$ cat src/rtl/ber_monitor.sv
// rtl/ber_monitor.sv - BER checker behind the Viterbi decoder: latency search, lock tracking, error counting
module ber_monitor #(
  parameter int MAX_LAT      = 64,
  parameter int WIN          = 32,
  parameter int LOCK_ERR_MAX = 2,
  parameter int LOSS_ERR_THR = 8,
  parameter int CNT_W        = 16
) (
  input  logic                       clk,
  input  logic                       rst,
  input  logic                       ref_bit_i,
  input  logic                       ref_valid_i,
  input  logic                       dec_bit_i,
  input  logic                       dec_valid_i,
  input  logic                       clear_i,
  output logic                       locked_o,
  output logic [$clog2(MAX_LAT)-1:0] latency_o,
  output logic [CNT_W-1:0]           bit_cnt_o,
  output logic [CNT_W-1:0]           err_cnt_o,
  output logic                       lock_lost_o
);

  localparam int LAT_W  = $clog2(MAX_LAT);
  localparam int FILL_W = LAT_W + 1;
  localparam int WB_W   = $clog2(WIN + 1);

  typedef enum logic {SEARCH, LOCKED} state_t;

  state_t             state;
  logic [MAX_LAT-1:0] hist;
  logic [FILL_W-1:0]  fill;
  logic [LAT_W-1:0]   lat;
  logic [WB_W-1:0]    win_bits;
  logic [WB_W-1:0]    win_errs;

  logic               qual;
  logic               mis;
  logic               close;
  logic [WB_W-1:0]    bits_nxt;
  logic [WB_W-1:0]    errs_nxt;

  // Compare against pre-shift history so a same-cycle ref bit never aliases into the check.
  always_comb begin
    qual     = dec_valid_i && (fill > {1'b0, lat});
    mis      = dec_bit_i ^ hist[lat];
    bits_nxt = win_bits + 1'b1;
    errs_nxt = win_errs + WB_W'(mis);
    close    = qual && (bits_nxt == WB_W'(WIN));
  end

  assign latency_o = lat;

  always_ff @(posedge clk or negedge rst) begin
    if (!rst) begin
      state       <= SEARCH;
      hist        <= '0;
      fill        <= '0;
      lat         <= '0;
      win_bits    <= '0;
      win_errs    <= '0;
      locked_o    <= 1'b0;
      bit_cnt_o   <= '0;
      err_cnt_o   <= '0;
      lock_lost_o <= 1'b0;
    end else begin
      lock_lost_o <= 1'b0;

      if (ref_valid_i) begin
        hist <= {hist[MAX_LAT-2:0], ref_bit_i};
        if (fill != FILL_W'(MAX_LAT))
          fill <= fill + 1'b1;
      end

      if (qual) begin
        if (close) begin
          win_bits <= '0;
          win_errs <= '0;
        end else begin
          win_bits <= bits_nxt;
          win_errs <= errs_nxt;
        end

        case (state)
          SEARCH: begin
            if (close) begin
              if (errs_nxt <= WB_W'(LOCK_ERR_MAX)) begin
                state    <= LOCKED;
                locked_o <= 1'b1;
              end else begin
                lat <= lat + 1'b1;
              end
            end
          end
          LOCKED: begin
            if (bit_cnt_o != '1)
              bit_cnt_o <= bit_cnt_o + 1'b1;
            if (mis && err_cnt_o != '1)
              err_cnt_o <= err_cnt_o + 1'b1;
            if (close && errs_nxt > WB_W'(LOSS_ERR_THR)) begin
              state       <= SEARCH;
              locked_o    <= 1'b0;
              lat         <= lat + 1'b1;
              lock_lost_o <= 1'b1;
            end
          end
          default: state <= SEARCH;
        endcase
      end

      // Placed last so a clear wins over a same-cycle increment.
      if (clear_i) begin
        bit_cnt_o <= '0;
        err_cnt_o <= '0;
      end
    end
  end

endmodule

$ cat config.mk
export PLATFORM = sky130hd
export DESIGN_NAME = ber_monitor
export DESIGN_NICKNAME = d
export VERILOG_FILES = /design/src/rtl/ber_monitor.sv
export SDC_FILE = /design/constraint.sdc
export NUM_CORES = 1
export LEC_CHECK = 0
export CAP_MARGIN = 20
export CORE_MARGIN = 4
export CORE_UTILIZATION = 55
export DETAILED_ROUTE_END_ITERATION = 7
export PLACE_DENSITY = 0.88
export REMOVE_ABC_BUFFERS = 1
export SETUP_SLACK_MARGIN = 0.15
export SYNTH_ARGS = -nofsm -noshare
export SYNTH_HDL_FRONTEND = slang
export SYNTH_SLANG_ARGS = --single-unit
$ cat constraint.sdc
create_clock -name clk -period 5.5 [get_ports clk]
set_input_delay 0.55 -clock clk [delete_from_list [all_inputs] [get_ports clk]]
set_output_delay 0.55 -clock clk [all_outputs]
set_load 0.05 [all_outputs]
### Yosys cells after proc, flatten, opt, wreduce, memory -nomap -nowiden

Index checks and enable logic that the tools add are counted.

| word-level totals | value |
|---|---|
| output and inout port bits | 40 |
| bits of input ports | 7 |
| register bits | 124 |
| logic and storage cells | 70 |

| operators by class | value |
|---|---|
| multiplexer cells | 27 |
| bitwise operators | 2 |
| reductions and logical operators | 13 |
| $add $sub $neg | 6 |
| order comparisons | 4 |
| eq/ne operators | 8 |

Operators with widths:

| cell | count |
|---|---|
| two-way mux 16 bit | 8 |
| adder 16 x 1 -> 16 bit (second input constant) | 2 |
| inequality test 16 bit (second input constant) | 2 |
| two-way mux 6 bit | 5 |
| adder 6 x 1 -> 6 bit (second input constant) | 2 |
| case mux 6 bit (2 select lines) | 1 |
| two-way mux 1 bit | 10 |
| AND reduction 4 bit | 2 |
| nonzero test 2 bit | 4 |
| adder 7 x 1 -> 7 bit (second input constant) | 1 |
| greater-than comparator 7 x 6 -> 1 bit | 1 |
| < comparator 6 x 7 -> 1 bit (second input constant) | 1 |
| inequality test 7 bit (second input constant) | 1 |
| adder 6 x 1 -> 6 bit | 1 |
| binary-select mux 1 bit (select 6 bit) | 1 |
| equality test 6 bit (second input constant) | 1 |
| greater-than comparator 6 x 4 -> 1 bit (second input constant) | 1 |
| less-or-equal comparator 6 x 2 -> 1 bit (second input constant) | 1 |
| inequality test 2 bit (second input constant) | 3 |
| AND reduction 3 bit | 2 |
| logical AND 1 bit | 4 |
| case mux 1 bit (2 select lines) | 2 |
| inequality test 2 x 1 -> 1 bit (second input constant) | 1 |
| AND reduction 2 bit | 1 |
| 2 further kinds | 2 |

### Longest topological paths before layout

| logic depth | value |
|---|---|
| depth in word-level cells | 9 |
| gate-level depth with buffers | 19 |
| depth with buffers taken out | 15 |

### Worst setup path before layout

OpenSTA, ideal clock, no wires.

| timing | value |
|---|---|
| path type | register to register |
| start | reg lat[0] (netlist: latency_o[0]) |
| end | reg lat[3] (netlist: latency_o[3]) |
| required time | 5355 ps |
| arrival | 4253 ps |
| clock period less this slack | 4398 ps |
| cell stages (with the launch flop) | 18 |
| buffers on the path | 2 |
| path slack | 1102 ps |
| path through | dfrtp_1 -> buf_6 -> mux4_2 -> a22o_1 -> a211o_1 -> a211o_1 -> nand4_4 -> clkbuf_1 -> inv_1 -> ha_1 -> ha_1 -> nor2_1 -> a32oi_1 -> nor2b_1 -> o31ai_1 -> o2111a_1 -> nand4_1 -> xnor2_1 |

| on the way | value |
|---|---|
| word-level cells in the longest chain between the ends | 8 |
| elaborated cells between the ends (all ways) | 19 |
| those cells by class | add/sub: 2; order compare: 3; eq/ne: 3; mux: 6; bitwise: 1; reduce/logical: 4 |

Ends and longest elaborated chain:

| item | RTL line | RTL |
|---|---|---|
| start: declaration | 32 | `logic [LAT_W-1:0] lat;` |
| start signal: assignment | 90 | `lat <= lat + 1'b1;` |
| start signal: assignment | 102 | `lat <= lat + 1'b1;` |
| binary-select mux 1 bit (select 6 bit) | 45 | `mis = dec_bit_i ^ hist[lat];` |
| two-way mux 1 bit (implied by the code) | 45 |  |
| XOR 1 bit | 45 |  |
| adder 6 x 1 -> 6 bit | 47 | `errs_nxt = win_errs + WB_W'(mis);` |
| greater-than comparator 6 x 4 -> 1 bit | 99 | `if (close && errs_nxt > WB_W'(LOSS_ERR_THR)) begin` |
| logical AND 1 bit | 99 |  |
| inequality test 2 x 1 -> 1 bit (no line) | -- |  |
| AND reduction 4 bit (no line) | -- |  |

Several ways; a longest one is shown, not always the timed one. The select of a mux whose other input is x is not followed.
A chain may end at the register's enable or synchronous reset.

### Worst setup path after layout

| timing | value |
|---|---|
| start | reg lat[0] (netlist: latency_o[0]) |
| end | reg lat[5] (netlist: latency_o[5]) |

Same word-level chain as after synthesis.

==> run_results.csv <==
group,metric,value,unit
sta,clock_skew,0.00903,ns
floorplanning,die_w,115,um
worst_setup_path,start_kind,"flop",
cts,clock_tree.root_cell,"clkbuf_16",
power,cellLeakagePower,3.26,nW
worst_setup_path,required,5.78,ns
route,vias,4564,
placement,port_buffers,46,
finish,fin_nets,613,
placement,placed_area,6880,um2
power,ir_drop,0.249,mV
cts,clk_path_buf_depth,2,
logic_synthesis,ys_seq_area_share,49.0,%
route,drc,0,
flow_run,maxCapViolations,0,
power,comb_power_share,20.1,%
floorplanning,rows,38,
logic_synthesis,synthArstFlopShare,100,%
route,vias_per_cell,6.13,
route,ant_nets,0,
logic_synthesis,synth_edf_count,0,
power,power_switching,0.902,mW
sta,max_freq,204,MHz
cts,clk_pin_slew,0.06,ns
cts,hold_buffers,0,
logic_synthesis,synthCells,545,
cts,clk-insertion-delay-late,0.41,ns
sta,max_slew_margin,41.2,%
logic_synthesis,avgSynthCellArea,11.6,um2
finish,multi_input_area,3020,um2
cts,cts_resized,0,
logic_synthesis,syn-cell-area,6330,um2
logic_synthesis,synthTopCellsByArea,"dfrtp_1 (49%), mux2_2 (13%), mux4_2 (4.3%)",
sta,tns,0,ns
worst_setup_path,arrival,5.19,ns
logic_synthesis,synth_flop_cell,"dfrtp_1",
cts,cts_post_setup_buffers_inserted,0,
finish,n_fill_cell,758,
sta,min_period,4.91,ns
power,p_int,2.04,mW
sta,period_share,89.3,%
global_route,grt_pass1_vias,4701,
sta,layout_setup_ws,0.590,ns
worst_setup_path,cp_max_fo,23,
floorplanning,die_height,115,um
finish,final_area,7470,um2
route,first_pass_iters,4,
sta,report.final.slew_viol_count,0,
power,swShare,30.7,%
global_route,grt_max_degree,69,
placement,hpwl,8720,um
hold_path,hp-class,"in2async",
sta,hold_violations,0,
placement,place_ws,0.686,ns
logic_synthesis,synth-seq-cells,124,
route,dr.first_iter.drc_count,332,
sta,max_slew.worst_pin.slew,0.882,ns
power,power.total,2.94,mW
logic_synthesis,ys_warn_count,0,
logic_synthesis,ys_types,54,
floorplanning,io_pins,47,
finish,diodes,0,
finish,drive_above_1_share,22.5,%
floorplanning,core-area,11000,um2
global_route,grt_pass1_wl,23000,um
logic_synthesis,yosys.cell_count.top_type,"dfrtp_1",
floorplanning,die_area,13300,um2
cts,cts_buffers,17,
logic_synthesis,yosys-top-cells-count,"dfrtp_1 (124), mux2_2 (74), nor2_1 (48)",
power,seq_power_share,42.8,%
worst_setup_path,critPathKind,"reg2reg",
global_route,grt_antenna_before_repair,0,
global_route,overflow,0,
logic_synthesis,synth_top_area_cell,"dfrtp_1",
global_route,track_usage,22.0,%
finish,ff_latch_area,3100,um2
logic_synthesis,synth_top_area_share,49.0,%
route,drt_wl_total,13900,um
sta,rsz0062_at_grt,"false",
route,wl_per_cell,18.6,um
worst_setup_path,cp-end-kind,"flop",
floorplanning,initial_core_util,57.4,%
power,powerDensity,394,nW/um2
cts,cts.sinks,124,
cts,htree_levels,4,
sta,setup_viol,0,
placement,gp_congestion,0.870,
finish,syn2layout_area_growth,18.1,%
cts,tritoncts,"yes",
power,p_clk_share,37.1,%
status,status,"complete, no violations",
[power groups by stage]
| stage | sequential [mW] | clock (mW) | combinational [mW] |
|---|---|---|---|
| floorplan | 1.20 | 0 | 0.428 |
| global placement | 1.24 | 0 | 0.518 |
| detailed placement | 1.26 | 0 | 0.558 |
| CTS | 1.25 | 1.10 | 0.582 |
| global route | 1.28 | 1.15 | 0.655 |
| finish | 1.26 | 1.09 | 0.590 |
[kinds of logic after synthesis]
group	Yosys count	synth area share (%)
AO/OA/AOI/OAI	62	7.02
AND/OR/NAND/NOR	164	13.5
buffers and inverters	47	3.30
XOR/XNOR	33	4.57
flip-flops	124	49.0
multiplexers	100	19.7
adder cells (fa/ha/maj)	15	2.97
[worst max-delay path: stages, from the launching register on]
cell      delay (ns)
dfrtp_1         0.92
buf_4           0.36
mux4_2          0.52
a211o_1         0.33
a211o_1         0.30
nand4_4         0.26
inv_1           0.09
ha_1            0.26
ha_1            0.37
nor2_1          0.07
a32oi_1         0.19
nor2b_1         0.08
o31ai_1         0.34
o2111a_1        0.36
nand4_1         0.14
xnor2_1         0.18
[cell type report]
class / count / share of cell area (%)
clock buffers: 18 / 5.88
inverters: 21 / 1.06
flip-flops and latches: 124 / 41.5
well taps: 140 / 2.34
multi-input cells: 374 / 40.5
clock inverters: 14 / 1.96
repair buffers: 53 / 6.77
[cells in the final DEF, fill, tap and decap left out, types with 3 or more instances in the layout]
cell and n:
and3_1 5, clkinv_2 4, a211o_1 5, nor3_1 8, or4_1 7, nand2b_1 5, o31ai_1 5, buf_4 8
a21oi_1 14, xor2_1 20, o221ai_1 3, o21ai_0 11, nor4_1 8, nand3_1 19, nand4_1 11, nand2_1 25
a22o_1 4, and4_1 3, ha_1 15, dfrtp_1 124, nor2_1 48, xnor2_1 13, and2_1 4, nor2b_1 8
clkdlybuf4s50_1 44, clkbuf_16 17, clkinv_4 4, inv_1 21, mux2_2 74, or3_1 5, clkinvlp_4 3, a21o_1 3
mux4_2 12, mux2i_1 14
[path summary, 6_finish.rpt]
path	startpoint	to	cells after the start	slack, ns
max	latency_o[0]	latency_o[5]	15	0.59
min	rst	hist[6]	1	0.12
max reg2reg	latency_o[0]	latency_o[5]	15	0.59
min reg2reg	hist[63]	hist[63]	1	0.50
max in group asynchronous	rst	err_cnt_o[6]	2	4.43
min in group clk	hist[63]	hist[63]	1	0.50
[flip-flops by register name, summed over array words and instances, names as in the netlist, 6 cells and up]
| signal | flops |
|---|---|
| win_bits | 6 |
| win_errs | 6 |
| err_cnt_o | 16 |
| latency_o | 6 |
| hist | 64 |
| fill | 7 |
| bit_cnt_o | 16 |
[metal layers]
metal	global-route usage, %	vias to the layer above	wire (um)	part of all wire, %
li1	-	2081	-	-
met1	27.7	2290	5610	40
met2	37.2	163	7300	53
met3	5.00	30	652	4.7
met4	8.14	0	296	2.1
met5	0	-	0	0
[metrics by stage]
stage / hold slack, ns / util [%] / std cells
2_1_floorplan: 0.254 / - / 519
3_3_place_gp: 0.491 / 62.4 / 711
3_5_place_dp: 0.496 / 62.4 / 711
4_1_cts: 0.126 / 67.7 / 743
5_1_grt: 0.144 / 67.7 / 744
6_report: 0.117 / 67.7 / 744
(Power assumes the default switching activity.)
